## src/rtl/adder_rr_arbiter_pkg.sv

```systemverilog
// -----------------------------------------------------------------------------
// adder_rr_arbiter_pkg
//   Shared definitions for the round-robin adder arbiter:
//     - rsp_state_t : occupancy of the one-entry result register
//     - clog2_f     : constant-foldable ceil(log2(v)) used for the id width
//   No ports (package).
// -----------------------------------------------------------------------------
package adder_rr_arbiter_pkg;

    typedef enum logic {
        RSP_EMPTY = 1'b0,
        RSP_FULL  = 1'b1
    } rsp_state_t;

    // ceil(log2(v)) for v >= 2; used at elaboration time only.
    function automatic int clog2_f(input int v);
        int r;
        r = 0;
        for (int i = 0; i < 31; i++) begin
            if (((v - 1) >> i) != 0) begin
                r = i + 1;
            end
        end
        return r;
    endfunction

endpackage

```

## src/rtl/adder_rr_arbiter_rr_pick.sv

```systemverilog
// -----------------------------------------------------------------------------
// adder_rr_arbiter_rr_pick
//   Round-robin picker: finds the first set bit of 'valid' starting at 'ptr'
//   and wrapping modulo R.
//   Ports:
//     ptr    in  RW  starting position of the search
//     valid  in  R   eligible requesters
//     grant  out R   one-hot grant (zero when nothing is eligible)
//     idx    out RW  index of the granted requester (0 when none)
//     any    out 1   at least one requester is eligible
// -----------------------------------------------------------------------------
module adder_rr_arbiter_rr_pick
    import adder_rr_arbiter_pkg::*;
#(
    parameter int R  = 4,
    parameter int RW = clog2_f(R)
) (
    input  logic [RW-1:0] ptr,
    input  logic [R-1:0]  valid,
    output logic [R-1:0]  grant,
    output logic [RW-1:0] idx,
    output logic          any
);

    // Position k steps after p, wrapped into 0..R-1 (R need not be a power of 2).
    function automatic logic [RW-1:0] wrap_add(input logic [RW-1:0] p, input int unsigned k);
        return RW'((32'(p) + k) % R);
    endfunction

    always_comb begin
        grant = '0;
        idx   = '0;
        any   = 1'b0;
        for (int unsigned k = 0; k < R; k++) begin
            if (!any && valid[wrap_add(ptr, k)]) begin
                any                    = 1'b1;
                grant[wrap_add(ptr, k)] = 1'b1;
                idx                    = wrap_add(ptr, k);
            end
        end
    end

endmodule

```

## src/rtl/n_bit_adder.sv

```systemverilog
// -----------------------------------------------------------------------------
// n_bit_adder
//   Combinational N-bit adder with carry in/out.
//   Ports:
//     a, b  in  N   operands
//     cin   in  1   carry in
//     sum   out N   a + b + cin modulo 2^N
//     cout  out 1   carry out of bit N-1
// -----------------------------------------------------------------------------
module n_bit_adder #(
    parameter int N = 32
) (
    input  logic [N-1:0] a,
    input  logic [N-1:0] b,
    input  logic         cin,
    output logic [N-1:0] sum,
    output logic         cout
);

    assign {cout, sum} = {1'b0, a} + {1'b0, b} + {{N{1'b0}}, cin};

endmodule

```

## src/rtl/adder_rr_arbiter.sv

```systemverilog
// -----------------------------------------------------------------------------
// adder_rr_arbiter
//   Shares a single n_bit_adder between R requesters with round-robin
//   arbitration. The granted operands are added combinationally and captured
//   in a one-entry result register drained through a valid/ready port.
//   Throughput is one operation per cycle (drain and refill in the same cycle).
//
//   Optional feature, macro ADDER_ARB_LOCK_EN:
//     adds req_lock; a requester accepted with req_lock=1 keeps exclusive
//     ownership and its carry-out feeds the next add (multi-word chains).
//
//   Ports:
//     clk        in   1     clock, rising edge
//     rst_n      in   1     asynchronous reset, active low
//     req_valid  in   R     requester i has an operation pending
//     req_ready  out  R     one-hot (or zero) accept, combinational
//     req_a      in   R*N   operand A, requester i in [i*N +: N]
//     req_b      in   R*N   operand B, same packing
//     req_cin    in   R     carry in per requester
//     req_lock   in   R     hold grant for chained add (ADDER_ARB_LOCK_EN only)
//     rsp_valid  out  1     result register holds a result
//     rsp_ready  in   1     consumer accepts the result
//     rsp_id     out  RW    owning requester of the result
//     rsp_sum    out  N     a + b + cin modulo 2^N
//     rsp_cout   out  1     carry out of bit N-1
// -----------------------------------------------------------------------------
module adder_rr_arbiter
    import adder_rr_arbiter_pkg::*;
#(
    parameter  int N  = 32,
    parameter  int R  = 4,
    localparam int RW = clog2_f(R)
) (
    input  logic            clk,
    input  logic            rst_n,
    input  logic [R-1:0]    req_valid,
    output logic [R-1:0]    req_ready,
    input  logic [R*N-1:0]  req_a,
    input  logic [R*N-1:0]  req_b,
    input  logic [R-1:0]    req_cin,
`ifdef ADDER_ARB_LOCK_EN
    input  logic [R-1:0]    req_lock,
`endif
    output logic            rsp_valid,
    input  logic            rsp_ready,
    output logic [RW-1:0]   rsp_id,
    output logic [N-1:0]    rsp_sum,
    output logic            rsp_cout
);

    rsp_state_t    state;
    logic [RW-1:0] ptr;
    logic [RW-1:0] ptr_next;

    logic [R-1:0]  eligible;
    logic [R-1:0]  grant;
    logic [RW-1:0] g_idx;
    logic          g_any;

    logic          accept_ok;
    logic          accept;

    logic [N-1:0]  a_sel;
    logic [N-1:0]  b_sel;
    logic          cin_sel;
    logic [N-1:0]  add_sum;
    logic          add_cout;

`ifdef ADDER_ARB_LOCK_EN
    logic          lock_r;
    logic [RW-1:0] owner_r;
    logic          carry_r;
    logic          lock_sel;
`endif

    // ------------------------------------------------------------------
    // Arbitration
    // ------------------------------------------------------------------
`ifdef ADDER_ARB_LOCK_EN
    // While locked only the owner may be picked, even if it is idle.
    assign eligible = lock_r ? (req_valid & (R'(1) << owner_r)) : req_valid;
`else
    assign eligible = req_valid;
`endif

    adder_rr_arbiter_rr_pick #(
        .R  (R),
        .RW (RW)
    ) u_pick (
        .ptr   (ptr),
        .valid (eligible),
        .grant (grant),
        .idx   (g_idx),
        .any   (g_any)
    );

    assign rsp_valid = (state == RSP_FULL);
    assign accept_ok = (state == RSP_EMPTY) || rsp_ready;

    // Gated by rst_n so no grant is offered while reset is held.
    assign req_ready = (rst_n && g_any && accept_ok) ? grant : '0;
    assign accept    = |req_ready;

    assign ptr_next  = (g_idx == RW'(R - 1)) ? '0 : g_idx + RW'(1);

    // ------------------------------------------------------------------
    // Operand mux and shared adder
    // ------------------------------------------------------------------
    assign a_sel = req_a[32'(g_idx) * N +: N];
    assign b_sel = req_b[32'(g_idx) * N +: N];

`ifdef ADDER_ARB_LOCK_EN
    assign lock_sel = req_lock[g_idx];
    assign cin_sel  = lock_r ? carry_r : req_cin[g_idx];
`else
    assign cin_sel  = req_cin[g_idx];
`endif

    n_bit_adder #(
        .N (N)
    ) u_adder (
        .a    (a_sel),
        .b    (b_sel),
        .cin  (cin_sel),
        .sum  (add_sum),
        .cout (add_cout)
    );

    // ------------------------------------------------------------------
    // Result register, round-robin pointer and lock state
    // ------------------------------------------------------------------
    always_ff @(posedge clk or negedge rst_n) begin
        if (!rst_n) begin
            state    <= RSP_EMPTY;
            rsp_sum  <= '0;
            rsp_cout <= 1'b0;
            rsp_id   <= '0;
            ptr      <= '0;
`ifdef ADDER_ARB_LOCK_EN
            lock_r   <= 1'b0;
            owner_r  <= '0;
            carry_r  <= 1'b0;
`endif
        end else begin
            case (state)
                RSP_EMPTY: if (accept) state <= RSP_FULL;
                RSP_FULL:  if (!accept && rsp_ready) state <= RSP_EMPTY;
            endcase

            if (accept) begin
                rsp_sum  <= add_sum;
                rsp_cout <= add_cout;
                rsp_id   <= g_idx;
`ifdef ADDER_ARB_LOCK_EN
                // The pointer is frozen for the whole chain; the final
                // unlocking word moves it past the owner (g_idx == owner_r).
                if (lock_sel) begin
                    lock_r  <= 1'b1;
                    owner_r <= g_idx;
                    carry_r <= add_cout;
                end else begin
                    lock_r  <= 1'b0;
                    ptr     <= ptr_next;
                end
`else
                ptr      <= ptr_next;
`endif
            end
        end
    end

endmodule

```

## config.mk

```make
export PLATFORM = sky130hd
export DESIGN_NAME = adder_rr_arbiter
export DESIGN_NICKNAME = d
export VERILOG_FILES = /design/src/rtl/adder_rr_arbiter_pkg.sv /design/src/rtl/adder_rr_arbiter_rr_pick.sv /design/src/rtl/n_bit_adder.sv /design/src/rtl/adder_rr_arbiter.sv
export SDC_FILE = /design/constraint.sdc
export NUM_CORES = 1
export LEC_CHECK = 0
export BUFFER_PORTS_ARGS = -buffer_cell sky130_fd_sc_hd__buf_4
export CORE_AREA = 4 4 122 124
export CTS_CLUSTER_SIZE = 28
export DETAILED_ROUTE_END_ITERATION = 6
export DIE_AREA = 0 0 126 128
export PLACE_DENSITY = 0.81
export SYNTH_ARGS = -nofsm -noshare
export SYNTH_HDL_FRONTEND = slang
export SYNTH_SLANG_ARGS = --single-unit
```

## constraint.sdc

```tcl
create_clock -name clk -period 4.8 [get_ports clk]
set_clock_uncertainty 0.1 [all_clocks]
set_input_delay 0.96 -clock clk [delete_from_list [all_inputs] [get_ports clk]]
set_output_delay 0.96 -clock clk [all_outputs]
set_load 0.01 [all_outputs]
```

After elaboration in Yosys (flattened, before gate mapping)
Index checks and enable logic that the tools add are counted.

operators by class
  add/subtract/negate cells = 6
  $mul = 0
  divide/modulo/power cells = 0
  magnitude comparators = 9
  eq/ne operators = 1
  shifts and indexed selects = 2
  muxes and demuxes = 35
  bitwise gates (word level) = 4
  reductions and logical operators = 16

operators with widths
  kind                   count
  $shiftx A128 B8 Y32    2
  $add A32 B32 Y33       1
  $add A33 B1 Y33        1
  $mux W4                5
  $lt A2 B3 Y1 const B   5
  $mux W1                15
  $or A4 B4 Y4           3
  $bmux W1 S2            5
  $logic_and A1 B1 Y1    10
  $mux W2                5
  $demux W1 S2           4
  $ge A2 B1 Y1 const B   4
  $add A2 B1 Y2 const B  2
  $add A2 B2 Y2 const B  2
  $logic_not A1 Y1       4
  $reduce_or A4 Y1       1
  $eq A2 B2 Y1 const B   1
  $pmux W1 S2            1
  $logic_or A1 B1 Y1     1
  $not A1 Y1             1

word-level totals
  register bits = 38
  latch bits = 0
  memory bits (writable) = 0
  ROM bits = 0
  bits of input ports = 267
  output and inout bits = 40
  logic and storage cells = 78
  memories = 0

Depth between registers and ports, before layout
Gate-level depths: netlist of run 1.

  word-level depth = 20
  depth in mapped cells = 24
  gate-level depth less buffers = 20

By module
Synthesis of run 1 repeated with hierarchy kept, for this count alone.

unflattened totals
  cell total of the unflattened synthesis = 452
  area total of the unflattened synthesis = 5310.1 µm²

by module, submodules not included
  module                    times used  cells each  area an instance (µm²)  sequential area each (µm²)
  adder_rr_arbiter          1           170         3176.8                  950.9
  n_bit_adder               1           237         1714.1                  0.0
  adder_rr_arbiter_rr_pick  1           45          419.2                   0.0

Worst setup path after synthesis of run 1
OpenSTA, ideal clock, no wires.

  path kind = reg-to-reg
  start = reg ptr[0]
  end = reg rsp_sum[25]
  setup time = 0.104 ns
  data arrival time = 4.759 ns
  data required time = 4.596 ns
  slack = -0.162 ns
  cell stages (with the launch flop) = 18
  buffers on the path = 3
  clock period less this slack = 4.962 ns
  cell sequence = dfrtp_1 buf_6 inv_1 ha_1 buf_6 mux4_2 and3_1 a211oi_2 clkbuf_1 o21ai_1 fa_1 nand3b_1 a2111oi_0 nor2_1 a221oi_1 o21ai_0 nor4b_1 o41ai_2

on the way
  word-level cells in the longest chain between the ends = 16
  elaborated cells on any way between the ends = 62
  classes of those cells = add/sub: 5; order compare: 8; shift: 2; mux: 31; bitwise: 3; reduce/logical: 13

RTL lines
  item                                                                    line                     RTL
  from (decl)                                                             adder_rr_arbiter.sv:52   logic [RW-1:0] ptr;
  from (signal assigned)                                                  adder_rr_arbiter.sv:166  ptr <= ptr_next;
  parallel branches: the longest is 16 deep, another holds $add A2 B1 Y2  --
  to (signal assigned)                                                    adder_rr_arbiter.sv:151  rsp_sum <= add_sum;
  to (decl)                                                               adder_rr_arbiter.sv:47   output logic [N-1:0] rsp_sum,

Parallel ways; which one is timed is not known. The select of a mux whose other input is x is not followed.
A chain may end at the register's enable or synchronous reset.

Worst setup path in the final report of run 1
  start = in req_valid[3]
  end = reg rsp_sum[25]

on the way
  word-level cells in the longest chain between the ends = 16
  elaborated cells on any way between the ends = 39
  classes of those cells = add/sub: 2; shift: 2; mux: 23; bitwise: 3; reduce/logical: 9

RTL lines
  item                                                                  line                    RTL
  from (decl)                                                           adder_rr_arbiter.sv:36  input logic [R-1:0] req_valid,
  parallel branches: the longest is 16 deep, another holds $bmux W1 S2  --

Parallel ways; which one is timed is not known. The select of a mux whose other input is x is not followed.

==> flow_metrics.py, run 1 <==
metrics = {
    "finish": {
        "mostFrequentLayoutCell": "buf_4",
        "area_growth_pct": 60.14,
        "diodes": 0,
        "final_cell_mix": "415 x buf_4, 310 x nand2_1, 67 x and3_1, 65 x a31oi_1, 38 x ha_1",
        "final_util_pct": 68.17,
        "final_area_um2": 9389,
        "fillerInstances": 1235,
        "final_cells": 1428,
        "nets": 1555,
        "drive_gt1_share_pct": 39.02,
    },
    "global_route": {
        "gr-total-overflow": 0,
        "grt_use_total_pct": 25.69,
        "grt_max_degree": 39,
        "grt_pass1_wl_mm": 35.07,
        "grt_pass1_vias": 7442,
        "antenna_found_initial": 0,
    },
    "synth": {
        "synth-seq-cells": 38,
        "ys_seq_area_share_pct": 16.22,
        "synth_top_area_cell": "nand2_1",
        "syn_inst": 871,
        "async_flop_share_pct": 100.0,
        "synthesis.area_um2": 5863,
        "synthTopCellsByArea": "nand2_1 20%, dfrtp_1 16%, ha_1 8.3%",
        "synthFlopType": "dfrtp_1",
        "synth_fp_nets": 1179,
        "synth_edf_count": 0,
        "synth.distinct_cells": 73,
        "synth.top_cell.area_share_pct": 19.85,
        "ys_warn_count": 0,
        "avgSynthCellArea_um2": 6.731,
    },
    "sta": {
        "hold_viol_final": 0,
        "slew_violations": 0,
        "fmax_mhz": 213.0,
        "timing.hold.ws_ns": 0.3886,
        "relSlewSlack_pct": 65.44,
        "worstMarginPinSlew_ns": 0.5184,
        "fin_crit_ns": 4.695,
        "setup_viol": 0,
        "period_share_pct": 97.81,
    },
    "routing": {
        "drtIter0Drc": 427,
        "routedWlPerCell_um": 15.96,
        "drtPass1Iterations": 5,
        "vias": 7770,
        "drt-total-wl_mm": 22.79,
        "ant_nets": 0,
        "route.detailed.vias_per_inst": 5.441,
        "drc": 0,
    },
    "worst_setup_path": {
        "critPathLaunchType": "input port",
        "path_max_fanout": 12,
        "required_ns": 4.86,
        "arrival_ns": 4.75,
        "critPathKind": "in -> reg",
        "cp-end-kind": "register",
    },
    "worst_hold_path": {
        "hold_class": "reg -> reg",
    },
    "floorplan": {
        "core_area_um2": 13770,
        "die_w_um": 126,
        "rows": 43,
        "die_h_um": 128,
        "pin_count": 307,
        "die_area_um2": 16130,
        "start_util_pct": 42.57,
    },
    "clock_tree": {
        "cts.sinks": 38,
        "cts-hold-fix-buffers": 0,
        "htreeDepth": 2,
        "clockBufferDepth": 2,
        "clkLatencyLatePin_ns": 0.28,
        "path_clk_slew_ns": 0.06,
        "cts_buffers": 5,
        "root_buffer": "clkbuf_16",
        "cts_tree": "yes",
    },
    "placement": {
        "dpl.cell_count": 1415,
        "place_congestion": 0.9009,
        "hpwl_mm": 18.11,
        "io_buffers": 306,
        "place_area_um2": 9064,
    },
    "run_status": {
        "outcome": "completed",
    },
    "flow_run": {
        "cap_viol_max_count": 0,
    },
}
[worst max-delay path: stages]
cell and delay, ns:
buf_4 0.14, mux4_2 0.54, inv_1 0.12, and3_4 0.20, a211oi_4 0.04, buf_4 0.19, buf_4 0.14, inv_4 0.10
buf_12 0.15, a31oi_1 0.09, ha_1 0.34, buf_4 0.16, a21oi_2 0.23, a2111oi_4 0.12, nor2_2 0.20, a221oi_2 0.08
buf_4 0.16, o21ai_1 0.31, nor4b_2 0.36, o41ai_2 0.11
[path summary, 6_finish.rpt]
kind / depth (start not counted) / slack (ns) / startpoint / endpoint
hold / removal: 2 / 0.39 / rsp_sum[14] / rsp_sum[14]
hold reg to reg: 2 / 0.39 / rsp_sum[14] / rsp_sum[14]
setup / recovery: 20 / 0.11 / req_valid[3] / rsp_sum[25]
min in group asynchronous: 2 / 0.67 / rst_n / rsp_sum[31]
setup reg to reg: 20 / 0.16 / ptr[1] / rsp_sum[25]
max in group asynchronous: 2 / 3.54 / rst_n / ptr[0]
[stage by stage]
step	setup slack, ns	TNS, ns
4_1_cts	0.02678	0
2_1_floorplan	-0.006010	-0.006010
3_5_place_dp	-0.1849	-1.039
6_report	0.1052	0
3_3_place_gp	-0.1379	-0.4134
5_1_grt	-0.03577	-0.06730
[repair_timing]
| action | 4_1_cts | 5_1_grt |
|---|---|---|
| gates cloned | 0 | 2 |
| buffers inserted | 0 | 3 |
| pin swaps | 0 | 5 |
| setup endpoints to repair | 1 | 17 |
| resized for setup | 1 | 20 |
[flip-flops by register name, indices dropped and copies added (netlist names)]
register,cells
rsp_sum,32
rsp_cout,1
rsp_id,2
rsp_valid,1
ptr,2
[kinds of logic after synthesis]
group | synth area share (%)
AOI/OAI and AO/OA | 25.16
buffers and inverters | 5.569
xor gates and xnor gates | 2.689
adders and majority gates | 9.006
muxes | 6.445
DFF | 16.22
and+or+nand+nor | 34.91
[layer usage]
metal  vias up  GRT usage (%)  share of wire, %
met2       333          46.38                49
met4         0          5.741               2.0
met1      3552          32.39                41
li1       3846              -                 -
met5         -              0                 0
met3        39          3.875               7.0
[cells in the mapped netlist, drive strengths merged, types with 3 or more instances]
cell	number
a211oi	6
a21o	17
a21oi	37
a221oi	4
a31o	3
a31oi	67
and2	8
and3	68
buf	11
clkbuf	44
dfrtp	38
ha	39
inv	20
mux2	19
mux2i	4
mux4	3
nand2	311
nand2b	3
nand3	11
nand3b	3
nor2	21
nor2b	4
nor3	11
nor3b	5
nor4	3
o21a	3
o21ai	31
o21bai	6
o22ai	3
o31ai	10
o41ai	4
xnor2	14
xor2	4
[area by class of cell]
type / instances / area, um2 / area share, %
inverter: 20 / 80.08 / 0.8529
tap: 180 / 225.2 / 2.399
sequential: 38 / 952.2 / 10.14
clock buffer: 6 / 138.9 / 1.479
clock inverter: 2 / 12.51 / 0.1333
timing repair buffer: 424 / 3283 / 34.97
multi-input combinational: 758 / 4697 / 50.03
Power of run 1 is left out: the tool's default activity adds up to more than one toggle a clock period on the data nets, which glitch-free logic cannot reach.
==> inputs of run 2 (changes only) <==
--- a/config.mk
+++ b/config.mk
@@ -6,11 +6,11 @@
 export NUM_CORES = 1
 export LEC_CHECK = 0
 export BUFFER_PORTS_ARGS = -buffer_cell sky130_fd_sc_hd__buf_4
-export CORE_AREA = 4 4 122 124
+export CORE_AREA = 4 4 116 118
 export CTS_CLUSTER_SIZE = 28
 export DETAILED_ROUTE_END_ITERATION = 6
-export DIE_AREA = 0 0 126 128
-export PLACE_DENSITY = 0.81
+export DIE_AREA = 0 0 120 122
+export PLACE_DENSITY = 0.85
 export SYNTH_ARGS = -nofsm -noshare
 export SYNTH_HDL_FRONTEND = slang
 export SYNTH_SLANG_ARGS = --single-unit
==> constraint.sdc (replaced) <==
create_clock -name clk -period 6 [get_ports clk]
set_clock_uncertainty 0.1 [all_clocks]
set_input_delay 1.2 -clock clk [delete_from_list [all_inputs] [get_ports clk]]
set_output_delay 1.2 -clock clk [all_outputs]
set_load 0.01 [all_outputs]
==> flow_metrics.py, run 2 (synthesis gave the netlist of run 1 again) <==
metrics = {
    "worst_setup_path": {
        "critPathLaunchType": "register",
        "timing.rr.start": "ptr[1]",
        "cp-end-kind": "register",
        "path_max_fanout": 48,
        "critPathLaunch": "ptr[1]",
        "arrival_ns": 5.69,
        "critPathKind": "reg -> reg",
        "path_cells": "inv_1, ha_2, mux4_2, and3_1, a211oi_4, buf_12, inv_2, buf_4, a31oi_1, ha_1, a21oi_1, o21ai_0, a221o_1, o2bb2ai_1, a41o_1, and3_1, o41ai_1",
        "critPathSlowestCell": "mux4_2",
        "cpMostUsedCell": "and3_1",
        "required_ns": 6.07,
        "max_stage_delay_ns": 0.65,
    },
    "finish": {
        "largest_register_ffs": 32,
        "final_cell_mix": "314 x buf_4, 310 x nand2_1, 68 x and3_1, 66 x a31oi_1",
        "largest-register": "rsp_sum",
        "mostFrequentLayoutCell": "buf_4",
        "area_growth_pct": 44.24,
        "largestRegisters": "rsp_sum x32, ptr x2, rsp_id x2",
        "drive_gt1_share_pct": 32.40,
        "diodes": 0,
        "nets": 1449,
    },
    "routing": {
        "ant_nets": 0,
        "drtPass1Iterations": 6,
        "drtIter0Drc": 566,
        "drt-total-wl_mm": 21.82,
        "vias": 7362,
        "routedWlPerCell_um": 16.61,
        "route.detailed.vias_per_inst": 5.603,
        "drc": 0,
    },
    "floorplan": {
        "rows": 41,
        "core_area_um2": 12470,
        "start_util_pct": 47.03,
        "die_area_um2": 14640,
        "die_w_um": 120,
        "die_h_um": 122,
        "pin_count": 307,
    },
    "global_route": {
        "met2_usage_pct": 48.93,
        "busiest_layer": "met2",
        "grt_use_total_pct": 28.22,
        "gr-total-overflow": 0,
        "grt_max_degree": 80,
        "met1_usage_pct": 34.79,
        "antenna_found_initial": 1,
        "grt_pass1_vias": 6915,
        "grt_pass1_wl_mm": 33.80,
        "grt_use_met3_pct": 6.825,
    },
    "sta": {
        "slew_violations": 0,
        "worstMarginPinSlew_ns": 0.5380,
        "setup_viol": 0,
        "relSlewSlack_pct": 64.13,
        "hold_viol_final": 0,
        "period_share_pct": 93.65,
        "tns_ns": 0,
        "setup_slack_ns": 0.3808,
        "fin_crit_ns": 5.619,
        "timing.hold.ws_ns": 0.3799,
        "fmax_mhz": 178.0,
    },
    "clock_tree": {
        "htreeDepth": 2,
        "clockBufferDepth": 2,
        "clkLatencyLatePin_ns": 0.28,
        "root_buffer": "clkbuf_16",
        "path_clk_slew_ns": 0.06,
        "post_cts_buffers": 0,
        "cts.sinks": 38,
        "cts_buffers": 5,
        "cts_tree": "yes",
    },
    "placement": {
        "place_congestion": 0.9330,
        "hpwl_mm": 17.39,
        "pre_cts_slack_ns": 0.3120,
        "io_buffers": 306,
    },
    "flow_run": {
        "cap_viol_max_count": 0,
    },
    "worst_hold_path": {
        "min_from": "rsp_sum[25]",
        "hold_class": "reg -> reg",
    },
    "run_status": {
        "outcome": "completed",
    },
}
-- run 2: cell count changes in the layout (fill, tap and decap cells not counted), moves of 2 or more --
cell | before | now
buf_4 | 415 | 314
a21oi_1 | 34 | 37
a21oi_2 | 3 | 0
buf_6 | 2 | 0
clkbuf_16 | 7 | 5
-- run 2: repair_timing --
item / in CTS / in global routing
endpoints found under the setup margin: 0 / 8
resized for setup: 0 / 5
hold buffers: 0 / 0
-- run 2: critical path: cells and delay by family (launching register included) --
family	cells	cell delay [ns]
compound gates	8	2.04
fa+ha+maj	2	0.83
buf+inv	4	0.84
mux	1	0.65
flops	1	0.53
simple gates	2	0.48
-- run 2: routing by layer --
layer / wire [um] / part of all wire (%) / vias to the layer above
met1: 8798 / 40 / 3365
met2: 10670 / 49 / 318
met4: 537 / 2.5 / 2
li1: - / - / 3629
met5: 18 / 0.082 / -
met3: 1794 / 8.2 / 48
-- run 2: path summary, 6_finish.rpt --
path / cells after the start / to / slack (ns)
max in group asynchronous: 2 / rsp_sum[6] / 4.46
worst min register to register: 2 / rsp_sum[25] / 0.38
worst max-delay path: 17 / rsp_sum[27] / 0.38
worst min-delay path: 2 / rsp_sum[25] / 0.38
worst max register to register: 17 / rsp_sum[27] / 0.38
min in group asynchronous: 2 / rsp_id[0] / 0.96
-- run 2: stage by stage --
stage,cell area (um2),cells,util [%]
5_1_grt,8457,1314,67.84
3_5_place_dp,8293,1306,66.53
6_report,8457,1314,67.84
3_3_place_gp,8293,1306,66.53
4_1_cts,8441,1314,67.71
2_1_floorplan,5863,871,-
-- run 2: layout make-up --
type	instances	area, um2
Multi-Input combinational cell	758	4628
Fill cell	1112	4009
Timing Repair Buffer	318	2437
Sequential cell	38	950.9
Tap cell	172	215.2
Clock buffer	7	142.6
Inverter	20	77.57
Clock inverter	1	5.005
Power of run 2 is left out for the same reason.
==> inputs of run 3 (changes only) <==
--- a/config.mk
+++ b/config.mk
@@ -5,7 +5,7 @@
 export SDC_FILE = /design/constraint.sdc
 export NUM_CORES = 1
 export LEC_CHECK = 0
-export BUFFER_PORTS_ARGS = -buffer_cell sky130_fd_sc_hd__buf_4
+export BUFFER_PORTS_ARGS = -buffer_cell sky130_fd_sc_hd__buf_2
 export CORE_AREA = 4 4 116 118
 export CTS_CLUSTER_SIZE = 28
 export DETAILED_ROUTE_END_ITERATION = 6
==> flow_metrics.py, run 3 (synthesis gave the netlist of run 1 again) <==
metrics = {
    "global_route": {
        "met1_usage_pct": 34.64,
        "grt_pass1_vias": 6783,
        "antenna_found_initial": 0,
        "busiest_layer": "met2",
        "grt_max_degree": 78,
        "grt_use_total_pct": 26.73,
        "grt_pass1_wl_mm": 32.56,
        "gr-total-overflow": 0,
        "grt_use_met3_pct": 4.782,
        "met2_usage_pct": 46.75,
    },
    "clock_tree": {
        "post_cts_buffers": 0,
        "htreeDepth": 2,
        "cts_tree": "yes",
        "clockBufferDepth": 2,
        "clkLatencyLatePin_ns": 0.28,
        "root_buffer": "clkbuf_16",
        "cts_buffers": 5,
        "cts-hold-fix-buffers": 0,
        "path_clk_slew_ns": 0.06,
        "post_cts_resized": 0,
        "cts.sinks": 38,
    },
    "routing": {
        "ant_nets": 0,
        "drc": 0,
        "routedWlPerCell_um": 15.84,
        "drt-total-wl_mm": 20.79,
        "drtPass1Iterations": 6,
        "drtIter0Drc": 535,
        "vias": 7287,
        "route.detailed.vias_per_inst": 5.554,
    },
    "floorplan": {
        "die_area_um2": 14640,
        "pin_count": 307,
        "core_area_um2": 12470,
        "start_util_pct": 47.03,
        "die_h_um": 122,
        "die_w_um": 120,
        "rows": 41,
    },
    "finish": {
        "largestRegisters": "rsp_sum x32, ptr x2, rsp_id x2",
        "mostFrequentLayoutCell": "nand2_1",
        "diodes": 0,
        "largest_register_ffs": 32,
        "final_area_um2": 7664,
        "final_cell_mix": "310 x nand2_1, 306 x buf_2, 68 x and3_1, 66 x a31oi_1",
        "final_util_pct": 61.48,
        "largest-register": "rsp_sum",
        "drive_gt1_share_pct": 32.28,
        "nets": 1449,
        "area_growth_pct": 30.71,
    },
    "sta": {
        "tns_ns": 0,
        "worstMarginPinSlew_ns": 0.5528,
        "fmax_mhz": 181.3,
        "setup_viol": 0,
        "hold_viol_final": 0,
        "fin_crit_ns": 5.516,
        "relSlewSlack_pct": 63.15,
        "timing.hold.ws_ns": 0.3721,
        "rsz0062_at_grt": "false",
        "slew_violations": 0,
        "period_share_pct": 91.93,
    },
    "worst_hold_path": {
        "hold_depth": 2,
        "min_to": "rsp_sum[18]",
        "min_from": "rsp_sum[18]",
        "hold_class": "reg -> reg",
    },
    "worst_setup_path": {
        "timing.rr.start": "ptr[1]",
        "worstReg2RegEnd": "rsp_sum[27]",
        "rr_worst_depth": 15,
        "arrival_ns": 5.58,
        "path_max_fanout": 69,
        "cp-end-kind": "register",
        "r2r_slack_ns": 0.48,
        "critPathLaunch": "ptr[1]",
        "required_ns": 6.07,
        "critPathLaunchType": "register",
        "critPathKind": "reg -> reg",
    },
    "placement": {
        "place_area_um2": 7515,
        "hpwl_mm": 16.49,
        "place_congestion": 0.9070,
        "io_buffers": 306,
    },
    "run_status": {
        "outcome": "completed",
    },
    "flow_run": {
        "cap_viol_max_count": 0,
    },
}
run 3: cell types whose count changed in the layout (fill, tap and decap cells not counted), sizes merged:
cell / change
clkbuf: -1
clkinv: -1
run 3: per-layer routing:
layer	vias up	routed length (um)
met2	285	10240
met4	0	339
met3	22	1515
li1	3625	-
met5	-	0
met1	3355	8695
run 3: critical path, cell delays in order (launching register included):
cell and delay [ns]:
dfrtp_1 0.51, inv_1 0.16, ha_2 0.48, mux4_2 0.64, and3_1 0.26, a211oi_4 0.29
buf_12 0.29, o21ai_1 0.14, fa_1 0.46, nand3b_1 0.21, a2111oi_1 0.49, nor2_1 0.19
o21ai_0 0.33, a41o_1 0.36, a21oi_1 0.11, o41ai_1 0.35
run 3: through the flow:
| step | worst slack, ns | instances |
|---|---|---|
| after floorplan | 0.8494 | 871 |
| after global placement | 0.3041 | 1306 |
| after detailed placement | 0.2346 | 1306 |
| after CTS | 0.2806 | 1312 |
| after global routing | 0.09418 | 1312 |
| final | 0.4841 | 1312 |
run 3: worst max path at each step:
stage / to / slack [ns] / cells after the start
after global routing: rsp_sum[28] / 0.09 / 18
final: rsp_sum[27] / 0.48 / 15
after detailed placement: rsp_sum[25] / 0.23 / 14
after global placement: rsp_sum[25] / 0.30 / 14
after CTS: rsp_sum[25] / 0.28 / 15
after floorplan: rsp_sum[25] / 0.85 / 16
run 3: cell type report:
class	instances	area, um2
inverters	20	77.57
clock buffers	6	138.9
fillers	1227	4802
repair buffers	318	1659
well taps	172	215.2
flip-flops and latches	38	950.9
multi-input cells	758	4622
Power of run 3 is left out for the same reason.
